$ cat src/rtl/flag_bank_ctrl.sv
// Bank of sticky event flags with per-channel saturating counters, overflow
// tracking, edge/level event qualification and an enable-masked priority encoder.
module flag_bank_ctrl #(
   parameter int N_CH  = 8,
   parameter int CNT_W = 8,
   localparam int IDX_W = (N_CH > 1) ? $clog2(N_CH) : 1
) (
   input  logic                    clk,
   input  logic                    rstn,
   input  logic [N_CH-1:0]         i_evt,
   input  logic [N_CH-1:0]         i_edge_mode,
   input  logic [N_CH-1:0]         i_clr_reg,
   input  logic                    i_clr_all,
   input  logic [N_CH-1:0]         i_irq_en,
   output logic [N_CH-1:0]         o_flag,
   output logic [N_CH-1:0]         o_ovf,
   output logic [N_CH*CNT_W-1:0]   o_cnt,
   output logic                    o_irq,
   output logic                    o_first_vld,
   output logic [IDX_W-1:0]        o_first_idx
);

   localparam logic [CNT_W-1:0] CNT_MAX = {CNT_W{1'b1}};
   localparam logic [CNT_W-1:0] CNT_ONE = CNT_W'(1);

   logic [N_CH-1:0]       evt_prev_q, evt_prev_d;
   logic [N_CH-1:0]       clr_prev_q, clr_prev_d;
   logic [N_CH-1:0]       flag_q, flag_d;
   logic [N_CH-1:0]       ovf_q, ovf_d;
   logic [N_CH*CNT_W-1:0] cnt_q, cnt_d;

   logic [N_CH-1:0]       evt_hit_s;
   logic [N_CH-1:0]       clr_hit_s;
   logic [N_CH-1:0]       pend_s;
   logic [IDX_W-1:0]      first_idx_s;

   // Qualify events and clears per channel from the sampled previous values.
   always_comb begin
      evt_hit_s = {N_CH{1'b0}};
      clr_hit_s = {N_CH{1'b0}};
      for (int k = 0; k < N_CH; k++) begin
         if (i_edge_mode[k]) begin
            evt_hit_s[k] = i_evt[k] & ~evt_prev_q[k];
         end else begin
            evt_hit_s[k] = i_evt[k];
         end
         clr_hit_s[k] = (i_clr_reg[k] & ~clr_prev_q[k]) | i_clr_all;
      end
   end

   // Per-channel next state; an event always wins over a same-cycle clear so no event is lost.
   always_comb begin
      evt_prev_d = i_evt;
      clr_prev_d = i_clr_reg;
      flag_d     = flag_q;
      ovf_d      = ovf_q;
      cnt_d      = cnt_q;
      for (int k = 0; k < N_CH; k++) begin
         case ({evt_hit_s[k], clr_hit_s[k]})
            2'b11: begin
               flag_d[k]                 = 1'b1;
               ovf_d[k]                  = 1'b0;
               cnt_d[k*CNT_W +: CNT_W]   = CNT_ONE;
            end
            2'b10: begin
               flag_d[k] = 1'b1;
               ovf_d[k]  = ovf_q[k] | flag_q[k];
               if (cnt_q[k*CNT_W +: CNT_W] == CNT_MAX) begin
                  cnt_d[k*CNT_W +: CNT_W] = CNT_MAX;
               end else begin
                  cnt_d[k*CNT_W +: CNT_W] = cnt_q[k*CNT_W +: CNT_W] + CNT_ONE;
               end
            end
            2'b01: begin
               flag_d[k]               = 1'b0;
               ovf_d[k]                = 1'b0;
               cnt_d[k*CNT_W +: CNT_W] = {CNT_W{1'b0}};
            end
            default: begin
               flag_d[k]               = flag_q[k];
               ovf_d[k]                = ovf_q[k];
               cnt_d[k*CNT_W +: CNT_W] = cnt_q[k*CNT_W +: CNT_W];
            end
         endcase
      end
   end

   // State registers with synchronous active-low reset taking priority over all activity.
   always_ff @(posedge clk) begin
      if (!rstn) begin
         evt_prev_q <= {N_CH{1'b0}};
         clr_prev_q <= {N_CH{1'b0}};
         flag_q     <= {N_CH{1'b0}};
         ovf_q      <= {N_CH{1'b0}};
         cnt_q      <= {(N_CH*CNT_W){1'b0}};
      end else begin
         evt_prev_q <= evt_prev_d;
         clr_prev_q <= clr_prev_d;
         flag_q     <= flag_d;
         ovf_q      <= ovf_d;
         cnt_q      <= cnt_d;
      end
   end

   // Lowest-index enabled pending flag; scanning downward lets the lowest index overwrite last.
   always_comb begin
      pend_s      = flag_q & i_irq_en;
      first_idx_s = {IDX_W{1'b0}};
      for (int k = N_CH - 1; k >= 0; k--) begin
         if (pend_s[k]) begin
            first_idx_s = IDX_W'(k);
         end else begin
            first_idx_s = first_idx_s;
         end
      end
   end

   assign o_flag      = flag_q;
   assign o_ovf       = ovf_q;
   assign o_cnt       = cnt_q;
   assign o_irq       = |pend_s;
   assign o_first_vld = |pend_s;
   assign o_first_idx = first_idx_s;

endmodule

$ cat config.mk
export PLATFORM = sky130hd
export DESIGN_NAME = flag_bank_ctrl
export DESIGN_NICKNAME = d
export VERILOG_FILES = /design/src/rtl/flag_bank_ctrl.sv
export SDC_FILE = /design/constraint.sdc
export NUM_CORES = 1
export LEC_CHECK = 0
export CAP_MARGIN = 20
export CORE_ASPECT_RATIO = 1.1
export CORE_MARGIN = 1
export CORE_UTILIZATION = 40
export CTS_BUF_LIST = sky130_fd_sc_hd__clkbuf_4 sky130_fd_sc_hd__clkbuf_8 sky130_fd_sc_hd__clkbuf_16
export CTS_CLUSTER_SIZE = 25
export DETAILED_ROUTE_END_ITERATION = 7
export MAX_ROUTING_LAYER = met4
export PLACE_DENSITY = 0.68
export SYNTH_ARGS = -nofsm -noshare
export SYNTH_HDL_FRONTEND = slang
export SYNTH_SLANG_ARGS = --single-unit
$ cat constraint.sdc
create_clock -name clk -period 5.3 [get_ports clk]
set_clock_uncertainty 0.15 [all_clocks]
set_input_delay 1.06 -clock clk [delete_from_list [all_inputs] [get_ports clk]]
set_output_delay 1.06 -clock clk [all_outputs]
set_load 0.02 [all_outputs]
==> results.json, run 1 <==
{
  "grt_max_degree": 67,
  "synth_edf_count": 0,
  "power_leakage_nw": 2.404,
  "p_switching_uw": 418.8,
  "worst-path-buf-inv": 2,
  "maxCapViolations": 0,
  "grt_pass1_wl_mm": 21.27,
  "initial_core_util": 0.4168,
  "seq_area_frac_synth": 0.3782,
  "synth_top_flop_cell": "dfxtp_1",
  "crit_start": "i_irq_en[6]",
  "gp_congestion": 0.8530,
  "cts-root-buf": "clkbuf_16",
  "port_buffers": 119,
  "finalWirelength_mm": 13.26,
  "fin_crit_ns": 4.007,
  "p_comb_frac": 0.133,
  "synthTopCellsByArea": "dfxtp_1 (38%), ha_1 (7.9%), a21oi_1 (7.2%)",
  "antenna_found_initial": 0,
  "max_slew.worst_pin.slew_ns": 1.109,
  "synth.cell_area_um2": 5081,
  "rsz0062_at_grt": "no",
  "crit_path_end_kind": "output port",
  "worstSkewPairLatency_ns": 0.34,
  "hold_path.startpoint": "o_ovf[3]",
  "r2r_cells": 7,
  "nets": 812,
  "hpwl_mm": 9.312,
  "first_pass_iters": 5,
  "cts-hold-fix-buffers": 0,
  "cp-start-kind": "input pin",
  "period_share": 0.7561,
  "synth.largest_area_cell": "dfxtp_1",
  "crit_chain": "clkdlybuf4s50_1 > nand2_1 > a32o_1 > a222oi_1 > nor2_1 > clkdlybuf4s50_1",
  "hold_class": "flip-flop to flip-flop",
  "layout_common_cells": "clkdlybuf4s50_1 (118), dfxtp_1 (96), nand2_1 (83)",
  "die-height_um": 120.2,
  "p_sw_frac": 0.2485,
  "synth_top_cell_area_share": 0.3782,
  "overflow": 0,
  "arrival_ns": 2.80,
  "drive_above_1_share": 0.04933,
  "drc": 0,
  "seqPwrFrac": 0.454,
  "p_clk_frac": 0.413,
  "critPathTopFamily": "buffers and inverters",
  "syn_area_per_cell_um2": 7.939,
  "p_int_mw": 1.267,
  "hold_viol": 0,
  "boundaryPins": 120,
  "synth_cell_types": 54,
  "yosys_warnings": 0,
  "ant_nets": 0,
  "rows": 42,
  "crit_type": "input pin to output port",
  "finalSetupTns_ns": 0,
  "crit_required_ns": 4.09,
  "cts_max_path_buffers": 2,
  "n_antenna_cell": 0,
  "clk_pin_slew_ns": 0.06,
  "cts_buffers": 9,
  "dr.first_iter.drc_count": 344,
  "htree_levels": 3,
  "timing.rr.start": "evt_prev_q[5]",
  "status": "finished clean",
  "via_per_inst": 5.539,
  "synth.net_count": 707,
  "setup_violations": 0,
  "post_cts_buffers": 0,
  "max_freq_mhz": 249.5,
  "cp_slowest_cell": "clkdlybuf4s50_1",
  "r2r_slack_ns": 2.76,
  "slew_headroom": 0.2548,
  "routed-via-count": 5007,
  "power.density_nw_per_um2": 252.7,
  "dieArea_um2": 13160,
  "area_delta_synth_final_pct": 31.30,
  "reg2reg_to": "o_cnt[45]",
  "finalMaxSlewViolations": 0,
  "avgRoutedWirePerCell_um": 14.67,
  "async_reset_ff_frac": 0,
  "hold-path-endpoint": "o_ovf[3]",
  "totalPowerFinal_mw": 1.686,
  "whs_path_depth": 2,
  "cts_tree": "done",
  "track_usage": 0.2086,
  "irDropWorstVdd_uv": 154.6,
  "coreArea_um2": 12190,
  "die_w_um": 109.5,
  "synth_cells": 640,
  "cp_slowest_stage_delay_ns": 0.54,
  "crit_top_cell": "clkdlybuf4s50_1",
  "cts.sinks": 96,
  "synth_seq_cells": 96,
  "layout_commonest_cell": "clkdlybuf4s50_1",
  "crit_fanout": 3,
  "grt_pass1_vias": 4539,
  "cts_resized": 0
}
## kinds of logic (layout without fill, tap and decap cells)
kind of cell               Yosys count  count (layout)  share of synthesized area
and+or+nand+nor                    254             254                     0.2499
AOI/OAI and AO/OA                  180             180                     0.2305
DFF                                 96              96                     0.3782
buffers and inverters               78             188                    0.06255
adders and majority gates           32              32                    0.07880
## worst max path at each step
| stage | endpoint | depth (start not counted) | slack [ns] |
|---|---|---|---|
| 2_1_floorplan | o_first_idx[2] | 3 | 2.23 |
| 3_3_place_gp | o_first_idx[0] | 6 | 1.31 |
| 3_5_place_dp | o_first_idx[0] | 6 | 1.30 |
| 4_1_cts | o_first_idx[0] | 6 | 1.28 |
| 5_1_grt | o_first_idx[0] | 6 | 1.22 |
| 6_report | o_first_idx[0] | 6 | 1.29 |
## layer usage
| metal | up-vias | part of all wire | track usage |
|---|---|---|---|
| met1 | 2330 | 0.44 | 0.2490 |
| li1 | 2515 | - | - |
| met4 | 0 | 0.016 | 0.08500 |
| met3 | 16 | 0.048 | 0.03558 |
| met5 | - | 0 | - |
| met2 | 146 | 0.49 | 0.3459 |
## registers in the layout, summed over array words and instances, names as in the netlist
signal and flops:
o_cnt 64, clr_prev_q 8, evt_prev_q 8, o_flag 8
o_ovf 8
## worst min-delay path, stage by stage (launching register included)
cell and delay (ns):
dfxtp_1 0.31, a21oi_1 0.11, a211oi_1 0.05
## synthesized netlist by cell type, types with 3 or more instances
cell type / count
dfxtp_1: 96
nand2_1: 83
a21oi_1: 73
inv_1: 49
nor2_1: 46
nand3_1: 34
ha_1: 32
nor3_1: 24
and2_1: 19
o21ai_0: 18
a211oi_1: 11
a41oi_1: 11
clkbuf_1: 10
o22ai_1: 9
a31oi_1: 8
buf_1: 8
o221ai_1: 8
o211ai_1: 7
and4_1: 6
buf_2: 6
a21boi_0: 5
nand4_1: 5
nand4b_1: 5
and3_1: 4
nand2b_1: 4
nor3b_1: 4
o21a_1: 4
o221a_2: 4
nor3_2: 3
o211a_1: 3
o31ai_1: 3
o32ai_1: 3
## power by group through the flow
stage / sequential [mW] / clock (mW) / combinational (mW)
2_1_floorplan: 0.792 / 0 / 0.119
3_3_place_gp: 0.782 / 0 / 0.220
3_5_place_dp: 0.782 / 0 / 0.225
4_1_cts: 0.765 / 0.714 / 0.226
5_1_grt: 0.768 / 0.744 / 0.248
6_report: 0.765 / 0.695 / 0.225
## area by class of cell
type                       instances  area (um2)
clock buffer                      14       287.8
clock inverter                     2       35.03
fill                            1138        5520
inverter                          51       191.4
multi-input combinational        466        2841
sequential                        96        1922
tap                              154       192.7
timing repair buffer             121        1201
## metrics by stage
stage                     cell area [um2]  setup slack (ns)  hold WS (ns)  instances    util
after detailed placement             6349             1.300        0.3648        888  0.5207
after global placement               6349             1.314        0.3553        888  0.5207
final                                6671             1.293        0.3686        904  0.5472
after floorplan                      5081             2.233        0.4227        640       -
after global routing                 6671             1.220        0.3941        904  0.5472
after CTS                            6671             1.284        0.3724        904  0.5472
(Power assumes the default switching activity.)
==> run 2: changes to the inputs <==
==> constraint.sdc (replaced) <==
create_clock -name clk -period 4.2 [get_ports clk]
set_clock_uncertainty 0.15 [all_clocks]
set_input_delay 0.84 -clock clk [delete_from_list [all_inputs] [get_ports clk]]
set_output_delay 0.84 -clock clk [all_outputs]
set_load 0.02 [all_outputs]
==> run 2 against run 1 <==
Design area up 0.11%. Count of clock-buffer cells in the layout down 2. Clock power up 24%. First-iteration DRC count up 14%. Combinational power up 28%. Sequential power up 26%. Power up 26%. Register-to-register slack worse by 0.85 ns. Largest power group unchanged. Highest routed layer unchanged.
==> results.json, run 2 (synthesized netlist as in run 1, its figures left out) <==
{
  "status": "finished clean",
  "seqCellArea_um2": 1922,
  "area_delta_synth_final_pct": 31.45,
  "rows": 42,
  "slew_headroom": 0.4133,
  "drive_above_1_share": 0.05186,
  "timing.rr.start": "evt_prev_q[1]",
  "gr-usage-met3": 0.03558,
  "finalMaxSlewViolations": 0,
  "multi_input_area_um2": 2841,
  "gp_congestion": 0.8606,
  "maxCapViolations": 0,
  "arrival_ns": 2.64,
  "boundaryPins": 120,
  "largest_register_ffs": 64,
  "reg2reg_to": "o_cnt[15]",
  "post_cts_buffers": 0,
  "grt_pass1_vias": 4702,
  "avgRoutedWirePerCell_um": 14.98,
  "drc": 0,
  "cts.sinks": 96,
  "cts_resized": 0,
  "cts_tree": "done",
  "layout_common_cells": "clkdlybuf4s50_1 (118), dfxtp_1 (96), nand2_1 (83)",
  "die_w_um": 109.5,
  "die-height_um": 120.2,
  "crit_type": "input pin to output port",
  "finalWirelength_mm": 13.57,
  "port_buffers": 119,
  "first_pass_iters": 5,
  "max_freq_mhz": 275.7,
  "cts_buffers": 9,
  "irDropWorstVdd_uv": 201.3,
  "whs_path_depth": 2,
  "r2r_cells": 7,
  "hold_class": "flip-flop to flip-flop",
  "via_per_inst": 5.699,
  "grt_max_degree": 47,
  "track_usage": 0.2161,
  "antenna_found_initial": 0,
  "hold-path-endpoint": "o_ovf[3]",
  "ant_nets": 0,
  "dieArea_um2": 13160,
  "crit_start": "i_irq_en[6]",
  "crit_path_end_kind": "output port",
  "n_fill_cell": 1135,
  "power_leakage_nw": 2.407,
  "hold_viol": 0,
  "nets": 814,
  "crit_required_ns": 3.21,
  "power.density_nw_per_um2": 316.9,
  "max_slew.worst_pin.slew_ns": 0.8788,
  "rsz0062_at_grt": "no",
  "fin_cells": 906,
  "cts_max_path_buffers": 2,
  "hold_path.startpoint": "o_ovf[3]",
  "clk_pin_slew_ns": 0.07,
  "grt_pass1_wl_mm": 22.15,
  "n_antenna_cell": 0,
  "top_usage_layer": "met2",
  "grt_use_met1": 0.2758,
  "overflow": 0,
  "placed_cells": 889,
  "use_met2": 0.3381,
  "layout_commonest_cell": "clkdlybuf4s50_1",
  "hpwl_mm": 9.679,
  "initial_core_util": 0.4168,
  "worstSkewPairLatency_ns": 0.34,
  "cts-hold-fix-buffers": 0,
  "cp-start-kind": "input pin",
  "period_share": 0.8637,
  "setup_violations": 0,
  "crit_fanout": 3,
  "coreArea_um2": 12190,
  "htree_levels": 3,
  "r2r_slack_ns": 1.91,
  "cts-root-buf": "clkbuf_16",
  "dr.first_iter.drc_count": 392,
  "finalSetupTns_ns": 0,
  "fin_crit_ns": 3.628,
  "routed-via-count": 5163
}
-- run 2: layout make-up --
cell class	instances	area share
clock inverters	4	0.007681
well taps	154	0.02885
inverters	51	0.02866
multi-input cells	466	0.4254
clock buffers	12	0.03990
flip-flops and latches	96	0.2877
repair buffers	123	0.1817
-- run 2: worst max path at each step --
stage | end | slack, ns | cells after the start
after floorplan | o_first_idx[2] | 1.57 | 3
after global placement | o_first_idx[0] | 0.66 | 6
after detailed placement | o_cnt[42] | 0.51 | 6
after CTS | o_first_idx[0] | 0.57 | 6
after global routing | o_first_idx[0] | 0.47 | 6
final | o_first_idx[0] | 0.57 | 6
-- run 2: critical path: stages --
cell,delay (ns)
clkdlybuf4s50_1,0.46
nand2_1,0.08
a32o_1,0.28
a222oi_1,0.33
nor2_1,0.10
clkdlybuf4s50_1,0.54
-- run 2: routing by layer --
layer / wire [um] / vias to the layer above
met1: 6037 / 2425
met3: 773 / 23
met4: 294 / 0
met2: 6463 / 190
met5: 0 / -
li1: - / 2525
-- run 2: metrics by stage --
stage / power [mW] / area (um2) / hold slack, ns / worst slack [ns] / utilization
finish: 2.117 / 6679 / 0.3707 / 0.5724 / 0.5478
global route: 2.207 / 6679 / 0.3923 / 0.4709 / 0.5478
CTS: 2.140 / 6674 / 0.3744 / 0.5709 / 0.5474
detailed placement: 1.273 / 6356 / 0.3644 / 0.5066 / 0.5213
global placement: 1.265 / 6356 / 0.3547 / 0.6571 / 0.5213
floorplan: 1.150 / 5081 / 0.4227 / 1.573 / -
-- run 2: report_power, final --
group,switching [mW],total (mW),internal [mW]
sequential,0.0288,0.966,0.937
combinational,0.158,0.288,0.130
clock,0.353,0.863,0.511
